`config.mk`:
```
export PLATFORM = sky130hd
export DESIGN_NAME = bgd_mul_scheduler
export DESIGN_NICKNAME = d
export VERILOG_FILES = /design/src/rtl/bgd_mul_pkg.sv /design/src/rtl/bgd_rr_arbiter.sv /design/src/rtl/bgd_mul_scheduler.sv
export SDC_FILE = /design/constraint.sdc
export NUM_CORES = 1
export LEC_CHECK = 0
export BUFFER_PORTS_ARGS = -buffer_cell sky130_fd_sc_hd__buf_2
export CAP_MARGIN = 20
export CELL_PAD_IN_SITES_DETAIL_PLACEMENT = 1
export CELL_PAD_IN_SITES_GLOBAL_PLACEMENT = 2
export CORE_MARGIN = 2
export CORE_UTILIZATION = 20
export CTS_CLUSTER_SIZE = 25
export DETAILED_ROUTE_END_ITERATION = 10
export MAX_ROUTING_LAYER = met4
export PLACE_DENSITY_LB_ADDON = 0.1
export SYNTH_ARGS = -nofsm -noshare
export SYNTH_HDL_FRONTEND = slang
export SYNTH_SLANG_ARGS = --single-unit
```
`constraint.sdc`:
```
create_clock -name clk -period 4.45 [get_ports clk]
set_input_delay 0.89 -clock clk [delete_from_list [all_inputs] [get_ports clk]]
set_output_delay 0.89 -clock clk [all_outputs]
set_load 0.05 [all_outputs]
```
`src/rtl/bgd_mul_pkg.sv`:
```
// Shared defaults and tag type for the BGD multiplier scheduler.
// The tag id width follows the default requester count.
package bgd_mul_pkg;

  localparam int unsigned NUM_REQ_DEF = 4;
  localparam int unsigned DATA_W_DEF  = 13;
  localparam int unsigned MUL_LAT_DEF = 3;
  localparam int unsigned ID_W        = $clog2(NUM_REQ_DEF);

  typedef struct packed {
    logic            valid;
    logic [ID_W-1:0] id;
  } tag_t;

endpackage

```
`src/rtl/bgd_rr_arbiter.sv`:
```
// Round-robin arbiter: searches upward from ptr with wrap.
// Grants only while en is high; the pointer moves past the winner.
module bgd_rr_arbiter
  import bgd_mul_pkg::*;
#(
  parameter int unsigned NUM_REQ = NUM_REQ_DEF,
  parameter int unsigned ARB_ID_W = $clog2(NUM_REQ)
) (
  input  logic                clk,
  input  logic                reset_n,
  input  logic [NUM_REQ-1:0]  req,
  input  logic                en,
  output logic [NUM_REQ-1:0]  grant,
  output logic [ARB_ID_W-1:0] gnt_id
);

  localparam logic [ARB_ID_W:0]   NumReqW = (ARB_ID_W + 1)'(NUM_REQ);
  localparam logic [ARB_ID_W-1:0] LastId  = ARB_ID_W'(NUM_REQ - 1);

  logic [ARB_ID_W-1:0] ptr_q, ptr_d;
  logic [ARB_ID_W:0]   sum;
  logic [ARB_ID_W-1:0] idx;
  logic                found;

  always_comb begin
    grant  = '0;
    gnt_id = '0;
    found  = 1'b0;
    sum    = '0;
    idx    = '0;
    for (int unsigned k = 0; k < NUM_REQ; k++) begin
      // ptr_q < NUM_REQ, so a single subtraction wraps the index
      sum = {1'b0, ptr_q} + (ARB_ID_W + 1)'(k);
      if (sum >= NumReqW) begin
        sum = sum - NumReqW;
      end
      idx = sum[ARB_ID_W-1:0];
      if (en && !found && req[idx]) begin
        found      = 1'b1;
        grant[idx] = 1'b1;
        gnt_id     = idx;
      end
    end
  end

  always_comb begin
    ptr_d = ptr_q;
    if (found) begin
      ptr_d = (gnt_id == LastId) ? '0 : gnt_id + ARB_ID_W'(1);
    end
  end

  always_ff @(posedge clk or negedge reset_n) begin
    if (!reset_n) begin
      ptr_q <= '0;
    end else begin
      ptr_q <= ptr_d;
    end
  end

endmodule

```
`src/rtl/bgd_mul_scheduler.sv`:
```
// Shares one pipelined signed multiplier among NUM_REQ requesters and
// routes each product back to its owner via a shadow tag pipeline.
module bgd_mul_scheduler
  import bgd_mul_pkg::*;
#(
  parameter int unsigned NUM_REQ = NUM_REQ_DEF,
  parameter int unsigned DATA_W  = DATA_W_DEF,
  parameter int unsigned MUL_LAT = MUL_LAT_DEF
) (
  input  logic                      clk,
  input  logic                      reset_n,
  input  logic [NUM_REQ-1:0]        req_valid,
  output logic [NUM_REQ-1:0]        req_ready,
  input  logic [NUM_REQ*DATA_W-1:0] req_a,
  input  logic [NUM_REQ*DATA_W-1:0] req_b,
  output logic [NUM_REQ-1:0]        rsp_valid,
  input  logic [NUM_REQ-1:0]        rsp_ready,
  output logic [DATA_W-1:0]         rsp_data,
  output logic                      mul_ce,
  output logic [DATA_W-1:0]         mul_a,
  output logic [DATA_W-1:0]         mul_b,
  input  logic [DATA_W-1:0]         mul_p,
  output logic                      busy
);

  tag_t            tag_q [MUL_LAT];
  tag_t            tag_in;
  tag_t            head;
  logic [NUM_REQ-1:0] grant;
  logic [ID_W-1:0] gnt_id;
  logic            stall;
  logic            arb_en;

  assign head   = tag_q[MUL_LAT-1];
  assign stall  = head.valid & ~rsp_ready[head.id];
  assign mul_ce = ~stall;
  // Holding reset must also silence the combinational grant path.
  assign arb_en = mul_ce & reset_n;

  bgd_rr_arbiter #(
    .NUM_REQ  (NUM_REQ),
    .ARB_ID_W (ID_W)
  ) u_arb (
    .clk     (clk),
    .reset_n (reset_n),
    .req     (req_valid),
    .en      (arb_en),
    .grant   (grant),
    .gnt_id  (gnt_id)
  );

  always_comb begin
    req_ready    = grant;
    tag_in       = '0;
    tag_in.valid = |grant;
    tag_in.id    = gnt_id;
    mul_a        = '0;
    mul_b        = '0;
    if (|grant) begin
      mul_a = req_a[gnt_id*DATA_W +: DATA_W];
      mul_b = req_b[gnt_id*DATA_W +: DATA_W];
    end
  end

  // Advances in lock-step with the external multiplier registers.
  always_ff @(posedge clk or negedge reset_n) begin
    if (!reset_n) begin
      for (int unsigned i = 0; i < MUL_LAT; i++) begin
        tag_q[i] <= '0;
      end
    end else if (mul_ce) begin
      tag_q[0] <= tag_in;
      for (int unsigned i = 1; i < MUL_LAT; i++) begin
        tag_q[i] <= tag_q[i-1];
      end
    end
  end

  always_comb begin
    rsp_valid = '0;
    for (int unsigned i = 0; i < NUM_REQ; i++) begin
      if (head.valid && head.id == ID_W'(i)) begin
        rsp_valid[i] = 1'b1;
      end
    end
  end

  assign rsp_data = mul_p;

  always_comb begin
    busy = 1'b0;
    for (int unsigned i = 0; i < MUL_LAT; i++) begin
      busy = busy | tag_q[i].valid;
    end
  end

endmodule

```
==> run metrics, run 1 <==
Worst Skew 0.00165 ns; Root Buffer clkbuf_8; LEAKAGE ~1.8 nW; Vias about 2500; grt total ovfl 0; wire length of the first global-routing pass about 14000 µm; crit path time final around 4.1 ns; Vias/cell ~4.7; Area growth, synth to finish 39.4%; synth warn 0; largest net degree at the start of global routing 54; postcts setup bufs 0; DR pass1 iterations 4; total nets after synthesis roughly 380; Mean Syn Cell Area 8.69 µm²; most common cell in the synthesized netlist nand2_1; CTS tree done; synthesized instance count approximately 250; CTS Hold Bufs 0; Synth top area share 0.141; global-route usage over all layers 0.154; IR drop worst, VDD around 0.31 mV; Wirelength per Cell approximately 17 µm; GP Congestion ~0.78; Max Freq around 240 MHz; slew at the pin closest to its max-slew limit around 0.55 ns; nets@finish around 510; DRT Wirelength around 8800 µm; Max clock buf depth 2; CP startpoint kind register; final setup vio count 0; CP Capture Type output pin; Fillers between 1000 and 1500; register area share after synthesis 0.125; Synth area leaders mux2i_1 (14%), dfrtp_1 (13%), o211a_1 (12%); Port Buffers approximately 150; Max Slew Vio Count 0; status finished clean; largest area contributor in the netlist mux2i_1; antenna violations before repair 3; layout cells sized above 1 0.488; clk sinks 11; Rel. slew slack 0.634; # rows 38; Final ANT Viol Nets 0; kind of critical path reg2out; Post-Place Setup Slack 0.433 ns; RSZ-0062 raised after global routing no; Initial Util 0.204; Clock Latency Late Sink about 0.23 ns; drt drc 0; Top Ports between 150 and 200; Resize count post-CTS 0; chip height about 110 µm; vias in the first global route approximately 2700; flops & latches, synth 11; die area between 10000 and 15000 µm²; hpwl dp around 7100 µm; Worst EP arrival around 3.3 ns; top cells by count, synth nand2_1 (34), mux2i_1 (31), o211a_1 (26); Mapped Area 2200 µm²; CP required approximately 3.6 ns; worst setup margin 0.311 ns; min-delay worst type reg2reg; synth unique cells 45; Async SR Flop Fraction 1.00; Die X between 100 and 150 µm; CTS buffer count 3; Post-synth EDFFs 0; Worst-path clk slew 0.05 ns; Final TNS setup 0 ns; core area about 11000 µm²; ys flop type dfrtp_1; Tcrit/Tclk final 0.930; Power Density 812 nW/µm²; Hold Vio Cnt, Final 0; H-tree Lvls 1; total of max-cap violations 0; Detailed Route Iter0 Violations a little under 60; worst-path fanout max 27
-- area by class of cell --
cell class | count | area (µm²) | area share
multi-input combinational | 202 | 1670 | 0.546
timing repair buffer | 158 | 863 | 0.282
sequential | 11 | 275 | 0.0898
tap | 140 | 175 | 0.0572
clock buffer | 3 | 41.3 | 0.0135
inverter | 6 | 22.5 | 0.00735
antenna | 3 | 7.51 | 0.00245
clock inverter | 1 | 5.00 | 0.00163
-- registers in the layout, summed over array words and instances, names as in the netlist --
name and flops:
u_arb.ptr_q 2, head 3, tag_q 6
-- cell usage in the layout, fill, tap and decap left out, drive strengths merged, types with 4 or more instances in the layout --
cell / count
nand2: 34
o211a: 27
a21oi: 9
mux2: 34
a21o: 4
dfrtp: 11
nor2b: 4
ha: 4
nor2: 16
inv: 5
mux2i: 31
buf: 158
-- worst paths after layout --
kind,from,to,slack [ns],cells past startpoint
worst max register to register,u_arb.ptr_q[1]$_DFFE_PN0P_,tag_q[8]$_DFFE_PN0N_,1.68,9
max in group asynchronous,reset_n,tag_q[8]$_DFFE_PN0N_,3.71,1
worst max-delay path,u_arb.ptr_q[1]$_DFFE_PN0P_,mul_a[11],0.31,10
worst min-delay path,tag_q[3]$_DFFE_PN0N_,head[0]$_DFFE_PN0N_,0.47,1
worst min register to register,tag_q[3]$_DFFE_PN0N_,head[0]$_DFFE_PN0N_,0.47,1
min in group asynchronous,reset_n,head[0]$_DFFE_PN0N_,0.53,1
-- metrics by stage --
stage	total power, mW	area, µm²	hold WS (ns)	cells	utilization
global route	2.68	3060	0.485	524	0.284
CTS	2.54	3060	0.480	521	0.283
global placement	2.43	3010	0.456	517	0.279
detailed placement	2.43	3010	0.468	517	0.279
floorplan	1.93	2200	0.444	253	-
finish	2.49	3060	0.473	524	0.284
-- critical path, cell delays in order, from the launching register on --
cell	delay (ns)
dfrtp_1	0.34
inv_1	0.11
ha_1	0.53
mux2_2	0.44
mux2i_1	0.28
o211ai_1	0.16
a31oi_1	0.28
o41a_1	0.23
buf_12	0.19
o211a_1	0.17
buf_2	0.26
-- layer usage --
metal,vias up,global-route usage,routed length [µm]
li1,1180,-,-
met2,87,0.296,4740
met1,1177,0.155,3200
met4,0,0.0302,142
met3,12,0.0418,696
met5,-,-,0
-- power by group --
part           leakage (nW)  internal [mW]  switching (mW)
registers             0.137          0.145          0.0255
clock network        0.0255         0.0613          0.0356
logic                  1.61          0.791            1.43
-- cells by family (layout without fill, tap and decap cells) --
kind of cell	count (synthesis)	in the layout	synth area share
mux	68	68	0.346
simple gates	65	65	0.137
compound gates	64	64	0.246
buf+inv	40	168	0.118
flops	11	11	0.125
fa+ha+maj	4	4	0.0228
xor+xnor	1	1	0.00398
other cells	0	3	0
Power figures use the tool's default switching activity.
==> inputs of run 2 (changes only) <==
--- a/config.mk
+++ b/config.mk
@@ -10,7 +10,8 @@
 export CELL_PAD_IN_SITES_DETAIL_PLACEMENT = 1
 export CELL_PAD_IN_SITES_GLOBAL_PLACEMENT = 2
 export CORE_MARGIN = 2
-export CORE_UTILIZATION = 20
+export CORE_UTILIZATION = 21
+export CTS_BUF_LIST = sky130_fd_sc_hd__clkbuf_4
 export CTS_CLUSTER_SIZE = 25
 export DETAILED_ROUTE_END_ITERATION = 10
 export MAX_ROUTING_LAYER = met4
==> run metrics, run 2 (synthesis results as in run 1) <==
Port Buffers 149 (unchanged); status finished clean; kind of critical path reg2out; Final TNS setup 0 ns (unchanged); max reg flops 6 (unchanged); DRT Wirelength 8290 µm (-5.5%); slew at the pin closest to its max-slew limit 0.533 ns (-0.0153 ns); nets@finish 513 (unchanged); Top Ports 176 (unchanged); Comb pwr share 0.901 (+0.008); GP Congestion 0.810 (+3.9%); grt total ovfl 0 (unchanged); Initial Util 0.215 (+0.0112); Sw Ratio 0.602 (+0.00231); antenna violations before repair 1 (-2); Worst EP arrival 3.24 ns (about the same); IR drop worst, VDD 0.241 mV (-22%); LEAKAGE 1.76 nW (-0.68%); crit path time final 4.13 ns (-0.00826 ns); vias in the first global route 2756 (+1.6%); clock network power share 0.029 (-0.010); largest net degree at the start of global routing 54 (unchanged); worst setup margin 0.319 ns (+0.00826 ns); chip height 106 µm (-2.3%); Hold Vio Cnt, Final 0 (unchanged); Int Pwr 0.978 mW (-1.9%); # rows 37 (-2.6%); CP Capture Type output pin; Clock Latency Late Sink 0.26 ns (+0.03 ns); worst-path fanout max 27 (unchanged); drt drc 0 (unchanged); CTS tree done; Power Density 808 nW/µm² (-0.54%); Detailed Route Iter0 Violations 53 (-10%); DR pass1 iterations 4 (unchanged); Max clock buf depth 2 (unchanged); largest reg by FF count tag_q; Vias 2426 (-1.2%); sequential share of power 0.070 (+0.002); Tcrit/Tclk final 0.928 (-0.00186); CTS buffer count 3 (unchanged); die area 11300 µm² (-4.6%); hpwl dp 6670 µm (-6.4%); Rel. slew slack 0.644 (+0.0102); final std cells w/o fill 519 (-0.95%); clk sinks 11 (unchanged); CP required 3.56 ns (about the same); Die X 106 µm (-2.3%); layout cells sized above 1 0.491 (+0.00262); commonest non-fill, non-tap cells in the layout buf_2 (149), nand2_1 (34), mux2i_1 (31); Max Freq 242 MHz (+0.20%); placed cell count 513 (-0.77%); CTS Hold Bufs 0 (unchanged); H-tree Lvls 1 (unchanged); Vias/cell 4.67 (-0.27%); core area 10200 µm² (-5.2%); RSZ-0062 raised after global routing no; Net Switching 1.48 mW (-0.93%); Worst Skew 0.00178 ns (+0.000130 ns); Wirelength per Cell 16.0 µm (-4.6%); min-delay worst type reg2reg; wire length of the first global-routing pass 13400 µm (-2.8%); total of max-cap violations 0 (unchanged); Total Power 2.46 mW (-1.3%); Post-Place Setup Slack 0.393 ns (-0.0404 ns); Worst-path clk slew 0.06 ns (about the same); final setup vio count 0 (unchanged); Max Slew Vio Count 0 (unchanged); global-route usage over all layers 0.149 (-0.00514); Area growth, synth to finish 38.3%; CP startpoint kind register; Final ANT Viol Nets 0 (unchanged); Root Buffer clkbuf_4; Final Util 0.297 (+0.0133); commonest non-fill, non-tap cell in the layout buf_2
[run 2: cell types whose count changed in the layout (fill, tap and decap cells not counted)]
| cell | delta |
|---|---|
| clkbuf_4 | +4 |
| buf_12 | -1 |
| diode_2 | -1 |
| ha_4 | +1 |
| buf_4 | +1 |
| clkinv_2 | -1 |
| ha_1 | -1 |
| clkbuf_8 | -3 |
[run 2: power groups by stage]
stage	clock network, mW	logic [mW]	registers (mW)
floorplan	0	1.76	0.169
global placement	0	2.23	0.172
global route	0.0802	2.39	0.179
CTS	0.0752	2.22	0.173
finish	0.0711	2.21	0.172
detailed placement	0	2.21	0.175
[run 2: per-stage QoR]
| stage | hold WS [ns] | cell area [µm²] |
|---|---|---|
| global route | 0.500 | 3040 |
| global placement | 0.458 | 2990 |
| floorplan | 0.444 | 2200 |
| finish | 0.476 | 3040 |
| detailed placement | 0.466 | 2990 |
| CTS | 0.483 | 3020 |
[run 2: routing by layer]
| metal | wire length [µm] | track usage | up-vias |
|---|---|---|---|
| met3 | 453 | 0.0196 | 6 |
| met5 | 0 | - | - |
| met1 | 3380 | 0.165 | 1142 |
| met4 | 99 | 0.0273 | 0 |
| met2 | 4360 | 0.285 | 96 |
| li1 | - | - | 1182 |
[run 2: area by class of cell]
class | count | area [µm²]
fill | 1262 | 7190
multi-input combinational | 202 | 1690
timing repair buffer | 158 | 851
sequential | 11 | 275
tap | 136 | 170
clock buffer | 4 | 30.0
inverter | 6 | 22.5
antenna | 2 | 5.00
[run 2: final timing paths]
check / cells past startpoint / slack [ns] / start / end
hold / removal: 1 / 0.48 / tag_q[3]$_DFFE_PN0N_ / head[0]$_DFFE_PN0N_
setup / recovery: 10 / 0.32 / u_arb.ptr_q[0]$_DFFE_PN0P_ / mul_b[1]
hold reg to reg: 1 / 0.48 / tag_q[3]$_DFFE_PN0N_ / head[0]$_DFFE_PN0N_
max in group asynchronous: 1 / 3.76 / reset_n / u_arb.ptr_q[1]$_DFFE_PN0P_
min in group asynchronous: 1 / 0.49 / reset_n / head[2]$_DFFE_PN0N_
setup reg to reg: 9 / 1.66 / u_arb.ptr_q[0]$_DFFE_PN0P_ / tag_q[8]$_DFFE_PN0N_
[run 2: repair_timing]
item                       4_1_cts  5_1_grt
setup buffers                    0        0
gates resized for setup          0        2
setup endpoints to repair        0       26
[run 2: worst max-delay path, stage by stage (launching register included)]
cell	delay [ns]
dfrtp_1	0.35
clkinv_1	0.26
ha_4	0.43
mux2_2	0.37
mux2i_1	0.29
o211ai_1	0.15
a31oi_1	0.26
o41a_1	0.23
buf_12	0.19
o211a_1	0.17
buf_2	0.27
